==> src/rtl/ext_alu_sequencer.sv <==
// rtl/ext_alu_sequencer.sv - request/response sequencer for an external strobe/ack float ALU
// Pushes operand A, then operand B, waits for the result, acknowledges it and returns it.
module ext_alu_sequencer #(
    parameter int DATA_W = 32,
    parameter int OP_W   = 2
) (
    input  logic              clk,
    input  logic              rst,
    input  logic              req_valid,
    output logic              req_ready,
    input  logic [OP_W-1:0]   req_op,
    input  logic [DATA_W-1:0] req_a,
    input  logic [DATA_W-1:0] req_b,
    output logic              rsp_valid,
    input  logic              rsp_ready,
    output logic [DATA_W-1:0] rsp_data,
    output logic              rsp_err,
    output logic [DATA_W-1:0] alu_op1,
    output logic [DATA_W-1:0] alu_op2,
    output logic [OP_W-1:0]   alu_op,
    output logic [2:0]        alu_csr_in,
    input  logic [2:0]        alu_csr_out,
    input  logic [DATA_W-1:0] alu_result,
    output logic              busy
);

    localparam logic [2:0] IDLE   = 3'd0;
    localparam logic [2:0] SEND_A = 3'd1;
    localparam logic [2:0] SEND_B = 3'd2;
    localparam logic [2:0] WAIT_Z = 3'd3;
    localparam logic [2:0] ACK_Z  = 3'd4;
    localparam logic [2:0] RESP   = 3'd5;

    localparam logic [OP_W-1:0] OP_DIV = OP_W'(1);
    localparam logic [OP_W-1:0] OP_MUL = OP_W'(2);

    // alu_csr_in bit positions: {b_stb, a_stb, z_ack}
    localparam logic [2:0] CSR_Z_ACK = 3'b001;
    localparam logic [2:0] CSR_A_STB = 3'b010;
    localparam logic [2:0] CSR_B_STB = 3'b100;

    logic [2:0] state;
    logic       a_ack;
    logic       b_ack;
    logic       z_stb;

    assign a_ack = alu_csr_out[0];
    assign b_ack = alu_csr_out[1];
    assign z_stb = alu_csr_out[2];

    // Every output is a register; each state transition sets the outputs of the state it enters.
    always_ff @(posedge clk or posedge rst) begin
        if (rst) begin
            state      <= IDLE;
            req_ready  <= 1'b0;
            busy       <= 1'b0;
            rsp_valid  <= 1'b0;
            rsp_err    <= 1'b0;
            rsp_data   <= '0;
            alu_op     <= '0;
            alu_op1    <= '0;
            alu_op2    <= '0;
            alu_csr_in <= '0;
        end else begin
            case (state)
                IDLE: begin
                    alu_op     <= '0;
                    alu_csr_in <= '0;
                    if (req_valid && req_ready) begin
                        req_ready <= 1'b0;
                        busy      <= 1'b1;
                        if (req_op == OP_DIV || req_op == OP_MUL) begin
                            state      <= SEND_A;
                            alu_op     <= req_op;
                            alu_op1    <= req_a;
                            alu_op2    <= req_b;
                            alu_csr_in <= CSR_A_STB;
                        end else begin
                            // Illegal opcode never reaches the ALU.
                            state     <= RESP;
                            rsp_valid <= 1'b1;
                            rsp_err   <= 1'b1;
                            rsp_data  <= '0;
                        end
                    end else begin
                        req_ready <= 1'b1;
                    end
                end
                SEND_A: begin
                    if (a_ack) begin
                        state      <= SEND_B;
                        alu_csr_in <= CSR_B_STB;
                    end
                end
                SEND_B: begin
                    if (b_ack) begin
                        state      <= WAIT_Z;
                        alu_csr_in <= '0;
                    end
                end
                WAIT_Z: begin
                    if (z_stb) begin
                        state      <= ACK_Z;
                        rsp_data   <= alu_result;
                        alu_csr_in <= CSR_Z_ACK;
                    end
                end
                ACK_Z: begin
                    state      <= RESP;
                    alu_csr_in <= '0;
                    alu_op     <= '0;
                    rsp_valid  <= 1'b1;
                    rsp_err    <= 1'b0;
                end
                RESP: begin
                    if (rsp_ready) begin
                        state     <= IDLE;
                        rsp_valid <= 1'b0;
                        req_ready <= 1'b1;
                        busy      <= 1'b0;
                    end
                end
                default: begin
                    state      <= IDLE;
                    req_ready  <= 1'b1;
                    busy       <= 1'b0;
                    rsp_valid  <= 1'b0;
                    alu_op     <= '0;
                    alu_csr_in <= '0;
                end
            endcase
        end
    end

endmodule

==> config.mk <==
export PLATFORM = sky130hd
export DESIGN_NAME = ext_alu_sequencer
export DESIGN_NICKNAME = d
export VERILOG_FILES = /design/src/rtl/ext_alu_sequencer.sv
export SDC_FILE = /design/constraint.sdc
export NUM_CORES = 1
export LEC_CHECK = 0
export BUFFER_PORTS_ARGS = -buffer_cell sky130_fd_sc_hd__buf_4
export CAP_MARGIN = 20
export CORE_MARGIN = 10
export CORE_UTILIZATION = 45
export DETAILED_ROUTE_END_ITERATION = 12
export PLACE_DENSITY = 0.77
export SETUP_SLACK_MARGIN = 0.3
export SLEW_MARGIN = 15
export SYNTH_ARGS = -nofsm -noshare
export SYNTH_HDL_FRONTEND = slang
export SYNTH_SLANG_ARGS = --single-unit
==> constraint.sdc <==
create_clock -name clk -period 4.3 [get_ports clk]
set_input_delay 0.215 -clock clk [delete_from_list [all_inputs] [get_ports clk]]
set_output_delay 0.215 -clock clk [all_outputs]
set_load 0.02 [all_outputs]
==> impl_metrics.ini <==
[floorplanning]
core_footprint_um2 = 9770
floorplan.rows = 36
die_area_um2 = 14500
chipWidth_um = 120
initial_core_utilization_pct = 46.3
ioPinCount = 210
die_h_um = 120

[worst_setup_path]
flop_to_flop_setup_slack_ns = 1.93
critPathKind = register to register
arrival_ns = 2.60
cp-end-kind = register
timing.critical_path.fanout_max = 31
cp.required_ns = 4.53
critical_path_source_type = register

[route]
postRouteWirelength_um = 13100
drt_pre_antenna_iters = 4
routed_wire_length_per_instance_um = 20.0
vias_after_detailed_routing = 3288
drc = 0
drt.antenna.violating_nets = 0
detailedRoute.firstIterationViolations = 274
route.detailed.vias_per_inst = 5.00

[power_and_ir_drop]
power.static_leakage_nw = 3.31
power_frac_seq_pct = 39.0
power.net_switching_mw = 1.74
power.density_cell_area_nw_per_um2 = 706
pwr-share-comb_pct = 48.4
power.clock.fraction_pct = 12.6
power.ir.vdd_worst_uv = 309
power.switching_fraction_pct = 38.5
intPower_mw = 2.77

[layout]
layout-drive-gt1-share_pct = 57.3
syn_to_final_growth_pct = 41.0
final_net_count = 627
num_antenna_cells = 0
fin_cells = 657

[clock_network]
cts_tree = done
h-tree-depth = 3
ctsLongestPathBuffers = 2
hold_buffers = 0
cts_setup_buffers = 0
cts_root_buf = clkbuf_8
path_clk_slew_ns = 0.11
post_cts_resized = 0
worstSkewPairLatency_ns = 0.35
cts_buffers = 9
clkSinkCount = 108

[global_route]
wire_length_of_the_first_global_routing_pass_um = 20700
first_global_vias = 3706
pin_count_of_the_biggest_net_entering_global_routing = 84
gr-total-overflow = 0
grt_use_total_pct = 17.7
number_of_antenna_violations_at_the_first_check_in_global_routing = 0

[sta]
timing.final.crit_share_pct = 55.1
rsz_0062_raised_after_global_routing = false
number_of_pins_with_negative_max_slew_slack_in_the_final_report = 0
finClkSkew_ns = 0.0151
post-route-worst-setup-slack_ns = 1.93
period_minus_slack_ns = 2.37
finalSetupTns_ns = 0
fmax_mhz = 422
slew_headroom_pct = 60.2
setup_viol = 0
worst-slew-pin-transition_ns = 0.597
timing_hold_violations_final = 0

[yosys]
ys_warn_count = 0
async_flop_share_pct = 100
ys_seq_area_share_pct = 59.7
yosys.area.top_type_share_pct = 59.7
synth_edf_count = 0
yosys-top-cells-count = dfrtp_1, mux2_4, nand2_1
post_synth_instance_area_um2 = 4530
synthesis.instances = 316
synth.ff_latch_count = 108
yosys.area.top_type = dfrtp_1
ys_dominant_reg_cell = dfrtp_1
synth.lib_cells_used.distinct = 34
syn_nets = 423
yosys.cell_count.top_type = dfrtp_1
yosys-top-cells-area = dfrtp_1, mux2_4, o2bb2ai_1
average_cell_area_after_synthesis_um2 = 14.3

[placement]
numPlacedInstances = 640
place.port_buffers = 209
place.detailed.hpwl_um = 10100
post-place-ws_ns = 1.98
gp_routability_congestion = 0.918

[hold_path]
hp-class = input port to register

[run]
max_cap_viol_count = 0

[status]
status = finished clean
==> final timing paths <==
check                                     from      endpoint  depth (start not counted)
worst min register to register       rsp_valid     rsp_valid                          1
min in group asynchronous                  rst   alu_op2[22]                          3
max in group asynchronous                  rst    alu_op2[6]                          4
worst max-delay path                  state[2]   alu_op1[28]                          4
worst min-delay path            alu_result[18]  rsp_data[18]                          2
worst max register to register        state[2]   alu_op1[28]                          4
==> cells by family after synthesis <==
group           synth area share, %
flops                          59.7
mux                            20.4
compound gates                 9.72
buf+inv                        3.73
fa+ha+maj                     0.552
simple gates                   5.91
==> cell type report <==
class / count / area [um2]
Fill cell: 745 / 3390
Sequential cell: 108 / 2700
Multi-Input combinational cell: 179 / 1670
Timing Repair Buffer: 216 / 1640
Tap cell: 133 / 166
Clock buffer: 10 / 138
Clock inverter: 5 / 46.3
Inverter: 6 / 25.0
==> power by group through the flow <==
stage	combinational [mW]	sequential (mW)	clock (mW)
after detailed placement	2.21	1.77	0
final	2.18	1.76	0.571
after global placement	2.16	1.74	0
after CTS	2.21	1.76	0.593
after floorplan	0.827	2.18	0
after global routing	2.33	1.82	0.643
==> placed cells by master (no fill, tap or decap), types with 2 or more instances in the layout <==
cell type,count
o2bb2ai_1,32
clkinv_4,4
a21oi_1,5
clkbuf_8,10
mux2_4,49
a22oi_1,2
nand2b_1,5
dfrtp_1,108
nor2b_1,4
a221oi_1,3
nor2_1,2
nand2_1,37
ha_1,2
mux2_2,15
o21ai_0,4
buf_4,214
a31oi_1,2
mux2i_1,2
inv_1,5
==> per-layer routing <==
layer,vias to the layer above,wire length [um],global-route usage [%]
li1,1527,-,-
met1,1586,5320,21.1
met5,-,0,0
met3,12,1530,8.00
met4,0,129,4.45
met2,163,6150,28.5
==> flip-flops by register name, summed over array words and instances, names as in the netlist <==
name and cells:
rsp_err 1, alu_csr_in 3, rsp_data 32, req_ready 1, busy 1, alu_op2 32
rsp_valid 1, alu_op 2, alu_op1 32, state 3
==> critical path, cell delays in order, from the launching register on <==
cell and delay (ns):
dfrtp_1 0.71, and3b_2 0.32, nand3b_4 0.30, buf_4 0.50, mux2_2 0.40
==> metrics by stage <==
stage	util (%)	hold slack (ns)	instance area, um2	power [mW]
after floorplan	-	0.339	4530	3.01
after global placement	63.2	0.422	6170	3.91
after detailed placement	63.2	0.427	6170	3.98
after CTS	65.0	0.0381	6360	4.56
after global routing	65.4	0.0321	6390	4.79
final	65.4	0.0566	6390	4.51
(Power assumes the default switching activity.)
